### src/rtl/sudoku_cell_scheduler.sv
// Cell scheduler for a single-pass 9x9 grid fill.
// Walks the grid in row-major order, skips given cells, offers digits 1..GRID_N
// to the constraint checker over a req/ack handshake, and writes the first
// accepted digit back to grid memory. Reports done, or fail with a reason code.
module sudoku_cell_scheduler #(
    parameter int GRID_N      = 9,
    parameter int ACK_TIMEOUT = 15
) (
    input  logic       clock,
    input  logic       reset,
    input  logic       start,
    output logic       busy,
    output logic       done,
    output logic       fail,
    output logic [1:0] fail_code,
    output logic [3:0] rd_row,
    output logic [3:0] rd_col,
    input  logic       rd_fixed,
    output logic       check_req,
    output logic [3:0] check_row,
    output logic [3:0] check_col,
    output logic [3:0] check_digit,
    input  logic       check_ack,
    input  logic       check_ok,
    output logic       wr_en,
    output logic [3:0] wr_row,
    output logic [3:0] wr_col,
    output logic [3:0] wr_digit
);

    typedef enum logic [2:0] {
        S_IDLE,
        S_FETCH,
        S_FWAIT,
        S_REQ,
        S_WRITE,
        S_NEXT,
        S_DONE,
        S_FAIL
    } state_t;

    localparam logic [3:0] LAST_IDX   = 4'(GRID_N - 1);
    localparam logic [3:0] MAX_DIGIT  = 4'(GRID_N);
    // Last cycle index of an unanswered request before giving up.
    localparam logic [7:0] TIMER_LAST = 8'(ACK_TIMEOUT - 1);

    localparam logic [1:0] FC_NONE    = 2'd0;
    localparam logic [1:0] FC_NO_CAND = 2'd1;
    localparam logic [1:0] FC_TIMEOUT = 2'd2;

    state_t     state_q, state_d;
    logic [3:0] row_q, row_d;
    logic [3:0] col_q, col_d;
    logic [3:0] digit_q, digit_d;
    logic [7:0] timer_q, timer_d;
    // One-cycle request gap after a rejected digit, still inside REQ.
    logic       gap_q, gap_d;
    logic [1:0] fail_code_q, fail_code_d;

    // State and counter registers with synchronous reset.
    always_ff @(posedge clock) begin
        if (reset) begin
            state_q     <= S_IDLE;
            row_q       <= 4'd0;
            col_q       <= 4'd0;
            digit_q     <= 4'd1;
            timer_q     <= 8'd0;
            gap_q       <= 1'b0;
            fail_code_q <= FC_NONE;
        end else begin
            state_q     <= state_d;
            row_q       <= row_d;
            col_q       <= col_d;
            digit_q     <= digit_d;
            timer_q     <= timer_d;
            gap_q       <= gap_d;
            fail_code_q <= fail_code_d;
        end
    end

    // Next-state and counter sequencing.
    always_comb begin
        state_d     = state_q;
        row_d       = row_q;
        col_d       = col_q;
        digit_d     = digit_q;
        timer_d     = timer_q;
        gap_d       = gap_q;
        fail_code_d = fail_code_q;

        case (state_q)
            S_IDLE: begin
                if (start) begin
                    row_d       = 4'd0;
                    col_d       = 4'd0;
                    digit_d     = 4'd1;
                    timer_d     = 8'd0;
                    gap_d       = 1'b0;
                    fail_code_d = FC_NONE;
                    state_d     = S_FETCH;
                end
            end
            S_FETCH: begin
                state_d = S_FWAIT;
            end
            S_FWAIT: begin
                if (rd_fixed) begin
                    state_d = S_NEXT;
                end else begin
                    digit_d = 4'd1;
                    timer_d = 8'd0;
                    gap_d   = 1'b0;
                    state_d = S_REQ;
                end
            end
            S_REQ: begin
                if (gap_q) begin
                    // Request is low this cycle; re-raise it with the new digit.
                    gap_d = 1'b0;
                end else if (check_ack) begin
                    // An ack on the final timeout cycle still counts.
                    if (check_ok) begin
                        state_d = S_WRITE;
                    end else if (digit_q < MAX_DIGIT) begin
                        digit_d = digit_q + 4'd1;
                        timer_d = 8'd0;
                        gap_d   = 1'b1;
                    end else begin
                        fail_code_d = FC_NO_CAND;
                        state_d     = S_FAIL;
                    end
                end else if (timer_q == TIMER_LAST) begin
                    fail_code_d = FC_TIMEOUT;
                    state_d     = S_FAIL;
                end else begin
                    timer_d = timer_q + 8'd1;
                end
            end
            S_WRITE: begin
                state_d = S_NEXT;
            end
            S_NEXT: begin
                if (col_q < LAST_IDX) begin
                    col_d   = col_q + 4'd1;
                    state_d = S_FETCH;
                end else begin
                    col_d = 4'd0;
                    if (row_q == LAST_IDX) begin
                        row_d   = 4'd0;
                        state_d = S_DONE;
                    end else begin
                        row_d   = row_q + 4'd1;
                        state_d = S_FETCH;
                    end
                end
            end
            S_DONE: begin
                state_d = S_IDLE;
            end
            S_FAIL: begin
                state_d = S_IDLE;
            end
            default: begin
                state_d = S_IDLE;
            end
        endcase
    end

    // Outputs decoded from registered state; data fields are zero when idle.
    always_comb begin
        busy        = 1'b0;
        done        = 1'b0;
        fail        = 1'b0;
        check_req   = 1'b0;
        check_row   = 4'd0;
        check_col   = 4'd0;
        check_digit = 4'd0;
        wr_en       = 1'b0;
        wr_row      = 4'd0;
        wr_col      = 4'd0;
        wr_digit    = 4'd0;
        fail_code   = fail_code_q;
        rd_row      = row_q;
        rd_col      = col_q;

        case (state_q)
            S_FETCH, S_FWAIT, S_NEXT: begin
                busy = 1'b1;
            end
            S_REQ: begin
                busy = 1'b1;
                if (!gap_q) begin
                    check_req   = 1'b1;
                    check_row   = row_q;
                    check_col   = col_q;
                    check_digit = digit_q;
                end
            end
            S_WRITE: begin
                busy     = 1'b1;
                wr_en    = 1'b1;
                wr_row   = row_q;
                wr_col   = col_q;
                wr_digit = digit_q;
            end
            S_DONE: begin
                done = 1'b1;
            end
            S_FAIL: begin
                fail = 1'b1;
            end
            default: begin
            end
        endcase
    end

endmodule

### config.mk
export PLATFORM = sky130hd
export DESIGN_NAME = sudoku_cell_scheduler
export DESIGN_NICKNAME = d
export VERILOG_FILES = /design/src/rtl/sudoku_cell_scheduler.sv
export SDC_FILE = /design/constraint.sdc
export NUM_CORES = 1
export LEC_CHECK = 0
export ABC_AREA = 0
export CAP_MARGIN = 40
export CORE_UTILIZATION = 40
export CTS_CLUSTER_SIZE = 24
export DETAILED_ROUTE_END_ITERATION = 10
export PLACE_DENSITY = 0.7
export SKIP_CTS_REPAIR_TIMING = 1
export SLEW_MARGIN = 20
export SYNTH_ARGS = -nofsm -noshare
export SYNTH_HDL_FRONTEND = slang
export SYNTH_SLANG_ARGS = --single-unit
### constraint.sdc
create_clock -name clock -period 1.5 [get_ports clock]
set_clock_uncertainty 0.05 [all_clocks]
set_input_delay 0.375 -clock clock [delete_from_list [all_inputs] [get_ports clock]]
set_output_delay 0.375 -clock clock [all_outputs]
set_load 0.1 [all_outputs]
Yosys cells after proc, flatten, opt, wreduce, memory -nomap -nowiden
Cells that the tools add are included.
Operators by class
  reductions and logical operators: 13
  multiplexer cells: 60
  order comparisons: 2
  equality and inequality tests: 22
  add/subtract/negate cells: 4
Operators with widths (number)
  2-to-1 mux 4 bit: 19
  2-to-1 mux 8 bit: 7
  2-to-1 mux 3 bit: 9
  case mux 8 bit (3 select lines): 1
  case mux 3 bit (7 select lines): 1
  case mux 4 bit (2 select lines): 2
  inequality test 3 bit, second input constant: 5
  inequality test 2 bit, second input constant: 7
  AND reduction 7 bit: 2
  adder 4 x 1 -> 4 bit, second input constant: 3
  equality test 3 bit, second input constant: 4
  2-to-1 mux 1 bit: 12
  2-to-1 mux 2 bit: 6
  case mux 4 bit (3 select lines): 1
  adder 8 x 1 -> 8 bit, second input constant: 1
  equality test 8 x 4 -> 1 bit, second input constant: 1
  < comparator 4 bit, second input constant: 2
  equality test 3 x 2 -> 1 bit, second input constant: 2
  AND reduction 3 bit: 2
  AND reduction 6 bit: 1
  OR reduction 5 bit: 1
  equality test 4 bit, second input constant: 1
  inequality test 4 bit, second input constant: 1
  case mux 2 bit (2 select lines): 1
  other kinds (8): 9
Storage, ports and cells
  input port bits: 6
  logic and storage cells: 108
  output and inout port bits: 39
  flip-flop bits (word level): 26

Logic depth before layout (Yosys ltp)
Gate-level depths: netlist (run 1).
  depth in word-level cells: 6
  gate-level depth with buffers: 7
  mapped depth without buffers: 7

Worst setup path after synthesis (run 1)
OpenSTA, ideal clock, no wires.
  kind: register to output
  start point: register row_q[0] (netlist: rd_row[0])
  end point: output port check_row[0]
  arrival time: 4.126 ns
  path slack: -3.051 ns
  data required time: 1.075 ns
  path buffers: 0
  cell stages (with the launch flop): 3
  cells stage by stage: dfxtp_1 > inv_1 > nor4_1
On the way
  word-level cells in the longest chain between the ends: 2
Ends and longest elaborated chain
  start: declaration: line 52  | logic [3:0] row_q, row_d;
  start signal: assignment: line 72  | row_q <= row_d;
  2-to-1 mux 4 bit: line 192  | if (!gap_q) begin
  2-to-1 mux 4 bit: line 186  | case (state_q)
  end: declaration: line 20  | output logic [3:0] check_row,
No other way between the ends.

Worst setup path after layout (run 1)
  start point: register state_q[1]
  end point: output port check_col[0]
On the way
  word-level cells in the longest chain between the ends: 2
Ends and longest elaborated chain
  start: declaration: line 51  | state_t state_q, state_d;
  start signal: assignment: line 71  | state_q <= state_d;
  equality test 3 x 2 -> 1 bit: line 186
  2-to-1 mux 4 bit: line 186
  end: declaration: line 21  | output logic [3:0] check_col,
No other way between the ends.

==> results of run 1 <==
==> sequential cells by signal, indices dropped and copies added, names as in the netlist <==
signal and flops:
gap_q 1, rd_row 4, fail_code 2, timer_q 8
state_q 3, digit_q 4, rd_col 4
==> cell usage in the layout, fill, tap and decap left out, types with 5 or more instances in the layout <==
master   count
dfxtp_2      8
and3_2      12
and2_4       9
buf_4       45
dfxtp_1     12
ha_1         6
nor4_4       6
nand2_2      5
nor2_1      14
o21ai_1      5
a21oi_1     12
dfxtp_4      6
nand2_1     14
nand3_1      5
buf_12      46
buf_6       16
==> cells in the mapped netlist, types with 3 or more instances <==
| cell type | count |
|---|---|
| and3_1 | 15 |
| o211ai_1 | 4 |
| a31oi_1 | 5 |
| nand2_1 | 20 |
| buf_2 | 6 |
| and2_1 | 10 |
| nand3b_1 | 3 |
| nand2b_1 | 7 |
| a21o_1 | 3 |
| nor3_1 | 7 |
| nor4_1 | 6 |
| a21oi_1 | 17 |
| o21ai_0 | 12 |
| nor2_1 | 17 |
| ha_1 | 7 |
| dfxtp_1 | 26 |
| nand4_1 | 4 |
| inv_1 | 8 |
| nand3_1 | 7 |
| clkbuf_1 | 8 |
==> metal layers <==
layer	GRT usage [%]	vias up	wire length (µm)
met3	4.33	73	893
met1	36.7	1179	3510
met5	0	-	0
li1	-	1034	-
met2	46.2	229	4600
met4	10.4	0	608
==> worst max-delay path: stages, from the launching register on <==
cell and delay, ns:
dfxtp_4 0.42, nand2_4 0.10, nor3_4 0.25, buf_12 0.17, and2_4 0.16, buf_12 0.17
==> power by group <==
group	internal, mW	switching (mW)
sequential	0.790	0.136
clock	0.292	0.278
combinational	1.87	2.34
==> area by class of cell <==
cell class,instances,area [µm²],area share [%]
Timing Repair Buffer,115,1550,41.1
Multi-Input combinational cell,178,1510,39.9
Sequential cell,26,553,14.7
Clock buffer,4,66.3,1.76
Tap cell,50,62.6,1.66
Inverter,8,35.0,0.928
==> how the worst min path moves through the flow <==
| stage | start | end | slack, ns | cells past startpoint |
|---|---|---|---|---|
| detailed placement | timer_q[3] | timer_q[3] | 0.43 | 2 |
| CTS | timer_q[3] | timer_q[3] | 0.45 | 2 |
| finish | rd_col[2] | rd_col[2] | 0.49 | 2 |
| global route | rd_col[2] | rd_col[2] | 0.50 | 2 |
| global placement | timer_q[3] | timer_q[3] | 0.42 | 2 |
| floorplan | timer_q[2] | timer_q[2] | 0.40 | 1 |
==> metrics by stage <==
stage	hold slack (ns)	instances	TNS [ns]	cell area, µm²
after CTS	0.450	367	-17.61	3340
after global routing	0.498	381	-20.43	3770
after global placement	0.421	363	-12.81	3270
after detailed placement	0.435	363	-14.41	3270
after floorplan	0.402	226	-11.73	2020
final	0.488	381	-19.43	3770
==> logic make-up (layout without fill, tap and decap cells) <==
kind of cell               count (synthesis)  count (layout)  share of synthesized area [%]
and+or+nand+nor                          110             110                           36.0
AOI/OAI and AO/OA                         58              58                           22.1
DFF                                       26              26                           30.0
buffers and inverters                     22             127                           5.20
adders and majority gates                  7               7                           5.05
muxes                                      2               2                           1.16
xor gates and xnor gates                   1               1                          0.506
==> results.json, run 1 <==
{
  "die-width_um": 67.8,
  "grt.total_usage_pct": 28.0,
  "viasPerCell": 6.60,
  "clkSlewWorstSetupHoldPaths_ns": 0.11,
  "n_antenna_cell": 0,
  "postSynthCellCount": 226,
  "core_area_um2": 4090,
  "async_flop_share_pct": 0,
  "syn_avg_cell_area_um2": 7.67,
  "power_mw": 5.70,
  "post-place-ws_ns": -0.661,
  "ant_nets": 0,
  "synth_nets": 239,
  "setup_violations": 55,
  "gp_congestion": 0.917,
  "fin_ws_ns": -0.477,
  "clock_sinks": 26,
  "crit_end": "check_col[0]",
  "clockBufferDepth": 2,
  "drc_errors": 0,
  "root_buffer": "clkbuf_8",
  "hold_class": "reg -> reg",
  "rows": 23,
  "reg2regPathDepth": 8,
  "final_util_pct": 92.3,
  "vdd_drop_max_uv": 1630,
  "status": "finished, violations left",
  "antenna_found_initial": 0,
  "area_growth_pct": 118,
  "synth_cell_type_count": 46,
  "synth_ff_type": "dfxtp_1",
  "max_freq_ghz": 0.506,
  "die_height_um": 67.8,
  "timing.rr.start": "state_q[2]",
  "num_vias": 2515,
  "ios": 45,
  "cts-buffers-inserted": 3,
  "yosysTopAreaCell": "dfxtp_1",
  "htree_levels": 1,
  "synth_warnings": 0,
  "drt-pass1-iter-count": 5,
  "endpoint_kind": "primary output",
  "wl_per_cell_um": 25.2,
  "start_kind": "register",
  "hold_viol": 0,
  "grt_setup_unrepaired": "true",
  "syn-cell-area_um2": 1730,
  "fillers": 138,
  "startpoint": "state_q[1]",
  "ys_top_cells_by_area": "dfxtp_1, and3_1, ha_1, a21oi_1, nand2_1",
  "reg2reg_to": "rd_row[3]",
  "leakagePower_nw": 1.58,
  "tightest_slew_ns": 0.388,
  "drv_cap": 0,
  "die-area_um2": 4600,
  "drt_wl_total_um": 9610,
  "nets": 345,
  "start_util_pct": 42.4,
  "grt_pass1_wl_um": 9690,
  "grt_pass1_vias": 2020,
  "cp_max_fo": 9,
  "final_layout_size_suffix_gt1_share_pct": 62.8,
  "yosysTopAreaCellShare_pct": 30.0,
  "ys_seq_area_share_pct": 30.0,
  "drt_iter0_drc": 237,
  "grt_max_degree": 16,
  "required_ns": 1.07,
  "insertion_delay_ns": 0.29,
  "min_period_over_period_pct": 132,
  "violations": "negative setup slack",
  "reg2reg_slack_ns": -0.44,
  "relSlewSlack_pct": 74.1,
  "cts_tree": "done",
  "post-route-min-period_ns": 1.98,
  "final_max_slew_viol_count": 0,
  "synth_edf_count": 0,
  "portBuffers": 44,
  "ys_ff_latch": 26,
  "power.density_nw_per_um2": 1510,
  "worstPathArrival_ns": 1.55,
  "overflow": 0,
  "path_class": "reg -> out",
  "dpl.hpwl_um": 4470
}
Power figures use the tool's default switching activity.
==> run 2, diff against run 1 <==
--- a/config.mk
+++ b/config.mk
@@ -11,6 +11,7 @@
 export CTS_CLUSTER_SIZE = 24
 export DETAILED_ROUTE_END_ITERATION = 10
 export PLACE_DENSITY = 0.7
+export REMOVE_ABC_BUFFERS = 1
 export SKIP_CTS_REPAIR_TIMING = 1
 export SLEW_MARGIN = 20
 export SYNTH_ARGS = -nofsm -noshare
==> results.json, run 2 (synthesized netlist as in run 1, its figures left out) <==
{
  "max_stage_delay_ns": 0.37,
  "gp_congestion": 0.862,
  "nets": 355,
  "post-route-min-period_ns": 1.93,
  "regMostFlops": "timer_q",
  "n_antenna_cell": 0,
  "cp_max_fo": 6,
  "die-width_um": 67.8,
  "cts-buffers-inserted": 3,
  "grt.total_usage_pct": 24.7,
  "drc_errors": 0,
  "drt_iter0_drc": 288,
  "cts_tree": "done",
  "drv_cap": 0,
  "max_freq_ghz": 0.518,
  "final_max_slew_viol_count": 0,
  "drt-pass1-iter-count": 6,
  "crit_top_cell": "buf_6",
  "largest_register_ffs": 8,
  "timing.rr.start": "state_q[0]",
  "grt_pass1_wl_um": 8720,
  "insertion_delay_ns": 0.28,
  "htree_levels": 1,
  "core_area_um2": 4090,
  "ant_nets": 0,
  "portBuffers": 44,
  "grt_pass1_vias": 1893,
  "multi_input_area_um2": 1520,
  "setup_violations": 56,
  "hold_viol": 0,
  "clkSlewWorstSetupHoldPaths_ns": 0.10,
  "reg2regPathDepth": 8,
  "reg2reg_slack_ns": -0.39,
  "seqCellArea_um2": 536,
  "final_cell_mix": "buf_4, buf_12, buf_6, dfxtp_1, nand2_1",
  "fin_ws_ns": -0.432,
  "holdWs_ns": 0.484,
  "start_util_pct": 42.4,
  "overflow": 0,
  "power.density_nw_per_um2": 1470,
  "tightest_slew_ns": 0.395,
  "fin_area_um2": 3750,
  "endpoint_kind": "primary output",
  "placed_cells": 375,
  "antenna_found_initial": 0,
  "required_ns": 1.07,
  "final_layout_size_suffix_gt1_share_pct": 61.3,
  "violations": "negative setup slack",
  "fin_cells": 391,
  "leakagePower_nw": 1.58,
  "grt_max_degree": 16,
  "startpoint": "state_q[1]",
  "slowest_stage": "dfxtp_4",
  "viasPerCell": 6.50,
  "clockBufferDepth": 2,
  "root_buffer": "clkbuf_8",
  "worstPathArrival_ns": 1.51,
  "placed_area_um2": 3100,
  "min_period_over_period_pct": 129,
  "dpl.hpwl_um": 4240,
  "die_height_um": 67.8,
  "path_class": "reg -> out",
  "drt_wl_total_um": 9330,
  "mostFrequentLayoutCell": "buf_4",
  "fillers": 133,
  "post-place-ws_ns": -0.570,
  "hold_class": "reg -> reg",
  "die-area_um2": 4600,
  "status": "finished, violations left",
  "reg2reg_to": "timer_q[4]",
  "area_growth_pct": 117,
  "clock_sinks": 26,
  "grt_setup_unrepaired": "true",
  "num_vias": 2540,
  "rows": 23,
  "crit_end": "wr_col[1]",
  "start_kind": "register",
  "ios": 45,
  "path_cells": "buf_6, nor2_4, buf_6, and3_4, buf_12",
  "vdd_drop_max_uv": 1240,
  "relSlewSlack_pct": 73.4,
  "wl_per_cell_um": 23.9,
  "hp-start": "timer_q[3]"
}
==> run 2: cell count changes in the layout (fill, tap and decap cells not counted), sizes merged <==
cell,before,now
buf,109,120
clkbuf,5,4
clkinvlp,0,1
inv,8,7
==> run 2: metrics by stage <==
step	TNS [ns]	total power, mW	utilization, %
final	-16.38	5.51	91.8
after global routing	-18.25	5.63	91.8
after CTS	-16.87	4.11	77.1
after detailed placement	-14.28	3.63	75.8
after global placement	-12.94	3.57	75.8
after floorplan	-70.24	2.18	-
==> run 2: worst min path at each step <==
| stage | endpoint | cells after the start |
|---|---|---|
| 2_1_floorplan | digit_q[1] | 1 |
| 3_3_place_gp | timer_q[3] | 2 |
| 3_5_place_dp | timer_q[3] | 2 |
| 4_1_cts | timer_q[3] | 2 |
| 5_1_grt | timer_q[3] | 2 |
| 6_report | timer_q[3] | 2 |
==> run 2: layout make-up <==
| type | count | area share [%] |
|---|---|---|
| inverter | 8 | 0.900 |
| clock buffer | 4 | 1.47 |
| tap | 50 | 1.67 |
| sequential | 26 | 14.3 |
| multi-input combinational | 178 | 40.6 |
| timing repair buffer | 125 | 41.1 |
==> run 2: worst max-delay path: cells and delay by family (launching register included) <==
| family | cells | cell delay [ns] |
|---|---|---|
| buf+inv | 3 | 0.45 |
| flops | 1 | 0.37 |
| simple gates | 2 | 0.38 |
==> run 2: power by group <==
group          switching (mW)  internal, mW  leakage (nW)  total [mW]
clock network           0.255         0.236        0.0288       0.491
registers               0.116         0.794         0.213       0.910
logic                    2.36          1.75          1.34        4.11
total                    2.73          2.78          1.58        5.51
==> run 2: routing by layer <==
metal | wire [µm] | up-vias | GRT usage [%]
met3 | 783 | 51 | 3.17
met4 | 475 | 0 | 4.69
met1 | 3430 | 1230 | 32.8
met5 | 0 | - | 0
met2 | 4640 | 200 | 42.7
li1 | - | 1059 | -
